<file path="src/rtl/capture_pkg.sv">
// Shared types for the multi-channel capture controller.
package capture_pkg;

    typedef enum logic [2:0] {
        IDLE,
        FILL,
        ARMED,
        POST,
        DONE
    } state_t;

    typedef enum logic {
        TRIG_OR  = 1'b0,
        TRIG_AND = 1'b1
    } trig_mode_t;

endpackage

</file>
<file path="src/rtl/mod_counter.sv">
// Modulo-MOD up-counter with synchronous clear; also exposes the wrapped next value.
module mod_counter #(
    parameter int MOD = 384,
    parameter int W   = 9
) (
    input  logic         clk,
    input  logic         rst,
    input  logic         clr,
    input  logic         inc,
    output logic [W-1:0] count,
    output logic [W-1:0] count_nxt
);

    assign count_nxt = (count == W'(MOD - 1)) ? '0 : count + W'(1);

    // NOTE: registers use non-blocking assignments so every flop samples pre-edge values.
    always_ff @(posedge clk or posedge rst) begin
        if (rst) begin
            count <= '0;
        end else if (clr) begin
            count <= '0;
        end else if (inc) begin
            count <= count_nxt;
        end
    end

endmodule

</file>
<file path="src/rtl/capture_cntrl_mc.sv">
// Capture controller: circular RAM write addressing, masked OR/AND trigger,
// pre-trigger depth enforcement and readout pointers for the channel sample RAMs.
module capture_cntrl_mc
    import capture_pkg::*;
#(
    parameter int NUM_CH  = 5,
    parameter int ENTRIES = 384,
    parameter int LOG2    = 9
) (
    input  logic              clk,
    input  logic              rst,
    input  logic              wrt_smpl,
    input  logic              run,
    input  logic              abort,
    input  logic              clr_capture_done,
    input  logic [LOG2-1:0]   trig_pos,
    input  logic [NUM_CH-1:0] trig_mask,
    input  logic              trig_mode,
    input  logic [NUM_CH-1:0] ch_trig,
    input  logic              prot_en,
    input  logic              prot_trig,
    output logic              we,
    output logic [LOG2-1:0]   waddr,
    output logic              armed,
    output logic              triggered,
    output logic              capture_done,
    output logic [LOG2-1:0]   start_addr,
    output logic [LOG2-1:0]   trig_addr
);

    localparam logic [LOG2-1:0] TP_MAX      = LOG2'(ENTRIES - 1);
    localparam logic [LOG2:0]   ENTRIES_EXT = (LOG2 + 1)'(ENTRIES);

    state_t state, state_nxt;

    logic [LOG2-1:0] tp_q;
    logic [LOG2-1:0] tp_in;
    logic [LOG2-1:0] pre_cnt;
    logic [LOG2:0]   post_cnt;
    logic [LOG2:0]   post_cnt_inc;
    logic [LOG2:0]   post_target;
    logic [LOG2-1:0] waddr_nxt;

    logic trig_hit, and_hit, or_hit;
    logic start_run, set_armed, hit_accept, finish, clr_flags, pre_inc, post_inc;

    assign tp_in        = (trig_pos > TP_MAX) ? TP_MAX : trig_pos;
    assign post_cnt_inc = post_cnt + (LOG2 + 1)'(1);
    assign post_target  = ENTRIES_EXT - {1'b0, tp_q};

    // An empty mask in AND mode must never fire, hence the |trig_mask qualifier.
    assign and_hit  = (&(ch_trig | ~trig_mask)) & (|trig_mask);
    assign or_hit   = |(ch_trig & trig_mask);
    assign trig_hit = ((trig_mode_t'(trig_mode) == TRIG_AND) ? and_hit : or_hit)
                    | (prot_en & prot_trig);

    assign we = wrt_smpl & ~abort & ((state == FILL) | (state == ARMED) | (state == POST));

    mod_counter #(
        .MOD (ENTRIES),
        .W   (LOG2)
    ) u_waddr (
        .clk       (clk),
        .rst       (rst),
        .clr       (start_run),
        .inc       (we),
        .count     (waddr),
        .count_nxt (waddr_nxt)
    );

    always_ff @(posedge clk or posedge rst) begin
        if (rst) begin
            state <= IDLE;
        end else begin
            state <= state_nxt;
        end
    end

    // NOTE: every always_comb output gets a default first so no path infers a latch.
    always_comb begin
        state_nxt  = state;
        start_run  = 1'b0;
        set_armed  = 1'b0;
        hit_accept = 1'b0;
        finish     = 1'b0;
        clr_flags  = 1'b0;
        pre_inc    = 1'b0;
        post_inc   = 1'b0;

        if (abort) begin
            state_nxt = IDLE;
            clr_flags = 1'b1;
        end else begin
            case (state)
                IDLE: begin
                    if (run) begin
                        start_run = 1'b1;
                        if (tp_in == '0) begin
                            state_nxt = ARMED;
                            set_armed = 1'b1;
                        end else begin
                            state_nxt = FILL;
                        end
                    end
                end
                FILL: begin
                    if (wrt_smpl) begin
                        pre_inc = 1'b1;
                        if (pre_cnt + LOG2'(1) == tp_q) begin
                            state_nxt = ARMED;
                            set_armed = 1'b1;
                        end
                    end
                end
                ARMED: begin
                    if (trig_hit) begin
                        hit_accept = 1'b1;
                        state_nxt  = POST;
                        // A write in the hit cycle is already the first post-trigger sample.
                        if (wrt_smpl) begin
                            post_inc = 1'b1;
                            if (post_cnt_inc == post_target) begin
                                finish    = 1'b1;
                                state_nxt = DONE;
                            end
                        end
                    end
                end
                POST: begin
                    if (wrt_smpl) begin
                        post_inc = 1'b1;
                        if (post_cnt_inc == post_target) begin
                            finish    = 1'b1;
                            state_nxt = DONE;
                        end
                    end
                end
                DONE: begin
                    if (clr_capture_done) begin
                        state_nxt = IDLE;
                        clr_flags = 1'b1;
                    end
                end
                default: begin
                    state_nxt = IDLE;
                    clr_flags = 1'b1;
                end
            endcase
        end
    end

    always_ff @(posedge clk or posedge rst) begin
        if (rst) begin
            tp_q         <= '0;
            pre_cnt      <= '0;
            post_cnt     <= '0;
            armed        <= 1'b0;
            triggered    <= 1'b0;
            capture_done <= 1'b0;
            start_addr   <= '0;
            trig_addr    <= '0;
        end else begin
            if (clr_flags) begin
                armed        <= 1'b0;
                triggered    <= 1'b0;
                capture_done <= 1'b0;
            end
            if (start_run) begin
                tp_q     <= tp_in;
                pre_cnt  <= '0;
                post_cnt <= '0;
            end
            if (pre_inc) begin
                pre_cnt <= pre_cnt + LOG2'(1);
            end
            if (set_armed) begin
                armed <= 1'b1;
            end
            if (hit_accept) begin
                triggered <= 1'b1;
                trig_addr <= waddr;
            end
            if (post_inc) begin
                post_cnt <= post_cnt_inc;
            end
            if (finish) begin
                start_addr   <= waddr_nxt;
                capture_done <= 1'b1;
            end
        end
    end

endmodule

</file>
<file path="config.mk">
export PLATFORM = sky130hd
export DESIGN_NAME = capture_cntrl_mc
export DESIGN_NICKNAME = d
export VERILOG_FILES = /design/src/rtl/capture_pkg.sv /design/src/rtl/mod_counter.sv /design/src/rtl/capture_cntrl_mc.sv
export SDC_FILE = /design/constraint.sdc
export NUM_CORES = 1
export LEC_CHECK = 0
export ABC_AREA = 1
export CAP_MARGIN = 20
export CORE_ASPECT_RATIO = 1.5
export CORE_UTILIZATION = 35
export CTS_BUF_LIST = sky130_fd_sc_hd__clkbuf_8
export CTS_CLUSTER_DIAMETER = 120
export DETAILED_ROUTE_END_ITERATION = 10
export GPL_ROUTABILITY_DRIVEN = 0
export PLACE_DENSITY_LB_ADDON = 0.1
export SYNTH_ARGS = -nofsm -noshare
export SYNTH_HDL_FRONTEND = slang
export SYNTH_SLANG_ARGS = --single-unit
</file>
<file path="constraint.sdc">
create_clock -name clk -period 2.6 [get_ports clk]
set_input_delay 0.65 -clock clk [delete_from_list [all_inputs] [get_ports clk]]
set_output_delay 0.65 -clock clk [all_outputs]
set_load 0.01 [all_outputs]
</file>
==> metrics.yaml, run 1 <==
route:
  post-route-drc-count: 0
  routedWlPerCell_um: 13.0
  drt_first_iter_violations: 213
  drt-total-wl_um: 9720
  dr_wl_met3_um: 300
  route.met2.wl_um: 5190
  met1_length_um: 3920
  num_vias: 3613
  antenna_left: 0
  maxUsedRoutingLayer: "met4"
  vias_per_cell: 4.84
  first_pass_iters: 4
worst_setup_path:
  path_buf_inv: 3
  path_cells: "clkdlybuf4s50_1 > nor2_1 > inv_1 > nor3_4 > dlygate4sd2_1"
  reg2reg_depth: 13
  cp.required_ns: 1.95
  regToRegStartpoint: "tp_q[1]"
  path_delay_family: "buffers and inverters"
  end_kind: "primary output"
  crit_type: "in2out"
  slowest_delay_ns: 0.42
  cp_num_cells: 5
  worst_setup_path_start_kind: "input port"
  reg2reg_slack_ns: 0.31
  r2r_end: "start_addr[2]"
  worstPathMaxFanout: 3
  cp.arrival_ns: 1.79
  crit_path_top_delay_cell: "clkdlybuf4s50_1"
global_route:
  grt_pass1_wl_um: 16100
  grt_pass1_vias: 3520
  grt_max_degree: 62
  grtUsageTotal_pct: 19.1
  antenna_found_initial: 0
  grt_remaining_overflow: 0
clocking:
  cts.sinks: 61
  postCtsSetupRepairBufs: 0
  cts_buffer_depth: 2
  clkTransAtPathRegs_ns: 0.08
  clk_latency_ns: 0.35
  cts_max_level: 3
  cts_hold_buf: 0
  cts_buffers: 9
  cts_tree: "built"
  cts_resized: 2
  root_buffer: "clkbuf_8"
floorplanning:
  dieHeight_um: 128
  initial_core_util_pct: 36.3
  die_w_um: 86.0
  io_pins: 59
  fp-row-count: 45
  die-area_um2: 11000
  coreArea_um2: 10200
yosys:
  syn_area_um2: 3700
  syn-num-nets: 558
  synth_edf_count: 0
  synth_area_leaders: "dfrtp_1, nand2_1, nand3_1, inv_1, o21ai_0"
  ys.flop_type: "dfrtp_1"
  synth.top_cell.area_share_pct: 41.2
  synth.avg_cell_area_um2: 7.04
  synth_cell_types: 33
  synth.top_cells.by_count: "nand2_1, inv_1, dfrtp_1"
  ys_async_sr_fraction_pct: 100
  yosys_warnings: 0
  netlist_instances: 526
  yosys.area.top_type: "dfrtp_1"
  ys_seq_area_share_pct: 41.2
  yosysMostFrequentCell: "nand2_1"
  synth_seq_cells: 61
sta:
  max_freq_mhz: 410
  hold_violations: 0
  setup_slack_ns: 0.159
  finalMaxSlewViolations: 0
  setup_viol_count_final: 0
  tns_ns: 0
  slew_headroom_pct: 71.9
  fin_worst_skew_ns: 0.00882
  fin_crit_ns: 2.44
  rsz0062_at_grt: "false"
  worst_slew_pin_slew_ns: 0.419
  post-route-period-util_pct: 93.9
min_path:
  hold-path-endpoint: "start_addr[6]"
  hp-start: "start_addr[6]"
  min_path_cells: 2
  hold_path_class: "reg2reg"
placement:
  post-dp-hpwl_um: 7500
  dp_slack_ns: -0.312
  port_buffers: 58
power:
  p_per_area_nw_per_um2: 814
  ir_drop_mv: 0.363
  p_leak_nw: 2.25
cells_and_area:
  num_antenna_cells: 0
  area.growth.synth_to_final_pct: 28.1
  nFillCells: 1062
  nets: 633
  drive_gt1_share_pct: 9.74
run:
  max_cap_violations: 0
status:
  outcome: "completed"
## routing by layer
layer,vias up,track usage (%)
li1,1859,-
met2,84,35.9
met4,0,8.73
met1,1647,20.4
met3,23,3.48
met5,-,0
## stage by stage
step | hold WS (ns) | utilization [%] | std cells | total power [mW] | instance area (um2)
2_1_floorplan | 0.503 | - | 526 | 2.42 | 3700
3_3_place_gp | 0.456 | 44.5 | 731 | 2.99 | 4530
3_5_place_dp | 0.460 | 44.5 | 731 | 3.01 | 4530
4_1_cts | 0.480 | 46.5 | 747 | 3.89 | 4730
5_1_grt | 0.502 | 46.5 | 747 | 4.20 | 4740
6_report | 0.473 | 46.5 | 747 | 3.86 | 4740
## tightest hold or removal path, stage by stage (launching register included)
cell	delay, ns
dfrtp_1	0.35
nand2_1	0.05
nand2_1	0.04
## where the power goes
part | internal (mW) | total (mW) | switching [mW] | leakage (nW)
Combinational | 0.650 | 1.62 | 0.967 | 1.34
Clock | 0.445 | 0.867 | 0.422 | 0.0918
Sequential | 1.15 | 1.38 | 0.221 | 0.816
Total | 2.25 | 3.86 | 1.61 | 2.25
## how the worst max path moves through the flow
stage	startpoint	endpoint	slack, ns
floorplan	rst	armed	0.44
global placement	abort	we	-0.32
detailed placement	abort	we	-0.31
CTS	abort	we	0.11
global route	abort	we	0.05
finish	abort	we	0.16
## placed cells by master, fill, tap and decap left out, types with 2 or more instances in the layout
cell type        instances
nand2_2                  9
nor4_1                   2
nand2_1                173
clkdlybuf4s50_1         57
nand3_2                  3
inv_1                   67
ha_1                     4
xor2_1                   6
nor2_1                  34
inv_2                    6
clkinvlp_4               3
clkbuf_8                 9
nand3_4                  2
nor2_2                   6
or3_1                    7
dfrtp_1                 61
o22ai_1                 21
nor3_1                   4
nand3_1                 52
buf_4                   10
nand2_4                  2
a21oi_1                  4
o21ai_0                 40
nand4_1                  5
clkinv_1                 2
## flip-flops by register name (all words and copies together), names as in the netlist
register,cells
state,3
start_addr,9
pre_cnt,9
armed,1
tp_q,9
trig_addr,9
post_cnt,10
triggered,1
capture_done,1
u_waddr.count,9
## logic make-up (layout without fill, tap and decap cells)
logic type	Yosys count	count (layout)	share of synthesized area [%]
simple gates	304	304	37.1
buf+inv	80	160	8.21
compound gates	70	70	10.4
flops	61	61	41.2
xor+xnor	7	7	1.66
fa+ha+maj	4	4	1.35
## cell type report
cell class / count / area, um2 / area share [%]
well taps: 141 / 176 / 3.72
clock buffers: 9 / 124 / 2.61
inverters: 75 / 282 / 5.94
repair buffers: 69 / 674 / 14.2
flip-flops and latches: 61 / 1530 / 32.2
clock inverters: 7 / 75.1 / 1.58
multi-input cells: 385 / 1890 / 39.8
Note: power is estimated with default switching activity, not from simulation.
==> run 2, diff against run 1 <==
Settings changed: GPL_TIMING_DRIVEN from default to 0.
==> run 2 against run 1 <==
Compared with the run above: die area did not move; clock skew up 0.0015 ns; final cell count decreased by 0.54%; routed wire length grew 1.5%; highest routed layer unchanged; largest cell class unchanged; non-clock buffer count fell by 4.
==> metrics.yaml, run 2 (synthesis results as in run 1) <==
sta:
  finalMaxSlewViolations: 0  # unchanged
  slew_headroom_pct: 61.1  # -11 points
  fin_worst_skew_ns: 0.0103  # +0.00150 ns
  max_freq_mhz: 411  # +0.28%
  rsz0062_at_grt: "false"
  worst_slew_pin_slew_ns: 0.583  # +0.164 ns
  hold_violations: 0  # unchanged
  fin_crit_ns: 2.43  # -0.00677 ns
  post-route-period-util_pct: 93.6  # -0.26 points
  setup_slack_ns: 0.166  # +0.00677 ns
  setup_viol_count_final: 0  # unchanged
global_route:
  grt_max_degree: 38  # -39%
  grt_pass1_vias: 3570  # +1.4%
  grt_pass1_wl_um: 16400  # +1.8%
  grtUsageTotal_pct: 19.5  # +0.35 points
  grt_use_met1_pct: 20.1  # -0.29 points
  grt_remaining_overflow: 0  # unchanged
  grt_util_met2_pct: 36.7  # +0.79 points
  use_met3_pct: 3.03  # -0.45 points
  grt.busiest_layer: "met2"
  antenna_found_initial: 0  # unchanged
clocking:
  cts_buffer_depth: 2  # unchanged
  clk_latency_ns: 0.35  # about the same
  root_buffer: "clkbuf_8"
  cts_max_level: 3  # unchanged
  cts_tree: "built"
  cts.sinks: 61  # unchanged
  cts_buffers: 9  # unchanged
  cts_hold_buf: 0  # unchanged
  clkTransAtPathRegs_ns: 0.07  # about the same
floorplanning:
  initial_core_util_pct: 36.3  # unchanged
  fp-row-count: 45  # unchanged
  coreArea_um2: 10200  # unchanged
  io_pins: 59  # unchanged
  die_w_um: 86.0  # unchanged
  dieHeight_um: 128  # unchanged
  die-area_um2: 11000  # unchanged
route:
  drt_first_iter_violations: 147  # -31%
  first_pass_iters: 5  # +1
  antenna_left: 0  # unchanged
  drt-total-wl_um: 9870  # +1.5%
  num_vias: 3589  # -0.66%
  vias_per_cell: 4.83  # -0.13%
  post-route-drc-count: 0  # unchanged
  routedWlPerCell_um: 13.3  # +2.0%
cells_and_area:
  fin_area_um2: 4730  # -0.21%
  layout_common_cells: "nand2_1, inv_1, dfrtp_1"
  num_antenna_cells: 0  # unchanged
  layout_commonest_cell: "nand2_1"
  largest_reg_flops: 10  # unchanged
  nets: 629  # -0.63%
  drive_gt1_share_pct: 8.80  # -0.93 points
  area.growth.synth_to_final_pct: 27.8
  regMostFlops: "post_cnt"
  fin_cells: 743  # -0.54%
run:
  max_cap_violations: 0  # unchanged
worst_setup_path:
  path_cells: "dlygate4sd2_1 > nor2_2 > inv_1 > nor3_4 > dlygate4sd2_1"
  cp.required_ns: 1.95  # about the same
  worst_setup_path_start_kind: "input port"
  crit_path_frequent_cell: "dlygate4sd2_1"
  slowest_delay_ns: 0.32  # -0.10 ns
  worstPathMaxFanout: 7  # +4
  cp.arrival_ns: 1.78  # about the same
  crit_type: "in2out"
  crit_path_top_delay_cell: "dlygate4sd2_1"
  end_kind: "primary output"
  path_delay_family: "buffers and inverters"
  path_buf_inv: 3  # unchanged
placement:
  dpl_cell_area_um2: 4480  # -1.2%
  port_buffers: 58  # unchanged
  post-dp-hpwl_um: 7870  # +4.9%
  dp_slack_ns: -0.822  # -0.509 ns
  dp.cells: 726  # -0.68%
power:
  p_per_area_nw_per_um2: 838  # +3.0%
  p_leak_nw: 2.25  # about the same
  ir_drop_mv: 0.371  # +2.4%
  p_total_mw: 3.97  # +2.8%
status:
  outcome: "completed"
min_path:
  hold_path_class: "reg2reg"
run 2: changes by cell type in the layout (fill, tap and decap cells not counted), moves of 2 or more:
| cell | previous run | this run |
|---|---|---|
| clkbuf_1 | 0 | 4 |
| clkbuf_8 | 9 | 11 |
| inv_1 | 67 | 69 |
| buf_4 | 10 | 2 |
| clkinvlp_4 | 3 | 0 |
run 2: worst reg2reg max path, delay by kind of cell, from the launching register on:
kind / cells / cell delay [ns]
simple gates: 13 / 1.30
buf+inv: 2 / 0.17
flops: 1 / 0.42
fa+ha+maj: 1 / 0.36
run 2: power breakdown:
part / total (mW) / switching (mW) / internal (mW)
clock network: 0.974 / 0.389 / 0.586
logic: 1.62 / 0.980 / 0.643
registers: 1.37 / 0.216 / 1.15
total: 3.97 / 1.58 / 2.38
run 2: final timing paths:
path,start,to,slack (ns),cells after the start
max in group asynchronous,rst,post_cnt[5],1.31,3
min in group asynchronous,rst,trig_addr[5],0.69,2
worst min register to register,start_addr[6],start_addr[6],0.47,2
worst max register to register,tp_q[0],state[1],0.28,16
worst max-delay path,abort,we,0.17,5
worst min-delay path,start_addr[6],start_addr[6],0.47,2
run 2: cell type report:
cell class,count,area [um2]
fillers,1067,5460
well taps,141,176
clock buffers,11,151
plain buffers,5,22.5
inverters,75,282
clock inverters,5,73.8
multi-input cells,385,1900
repair buffers,60,606
flip-flops and latches,61,1530
run 2: metal layers:
layer	part of all wire (%)	vias to the layer above
li1	-	1856
met1	39	1642
met5	0	-
met4	3.8	0
met3	2.7	20
met2	55	71
run 2: stage by stage:
step | utilization (%) | hold WS [ns] | TNS [ns]
2_1_floorplan | - | 0.503 | 0
3_3_place_gp | 43.8 | 0.456 | -55.79
3_5_place_dp | 44.0 | 0.457 | -6.21
4_1_cts | 46.3 | 0.475 | 0
5_1_grt | 46.4 | 0.511 | 0
6_report | 46.4 | 0.471 | 0
run 2: timing repair:
item,4_1_cts,5_1_grt
endpoints found under the setup margin,5,28
hold endpoints to repair,0,0
gates cloned,0,0
pin swaps,1,0
buffers inserted,1,0
resized for setup,5,4
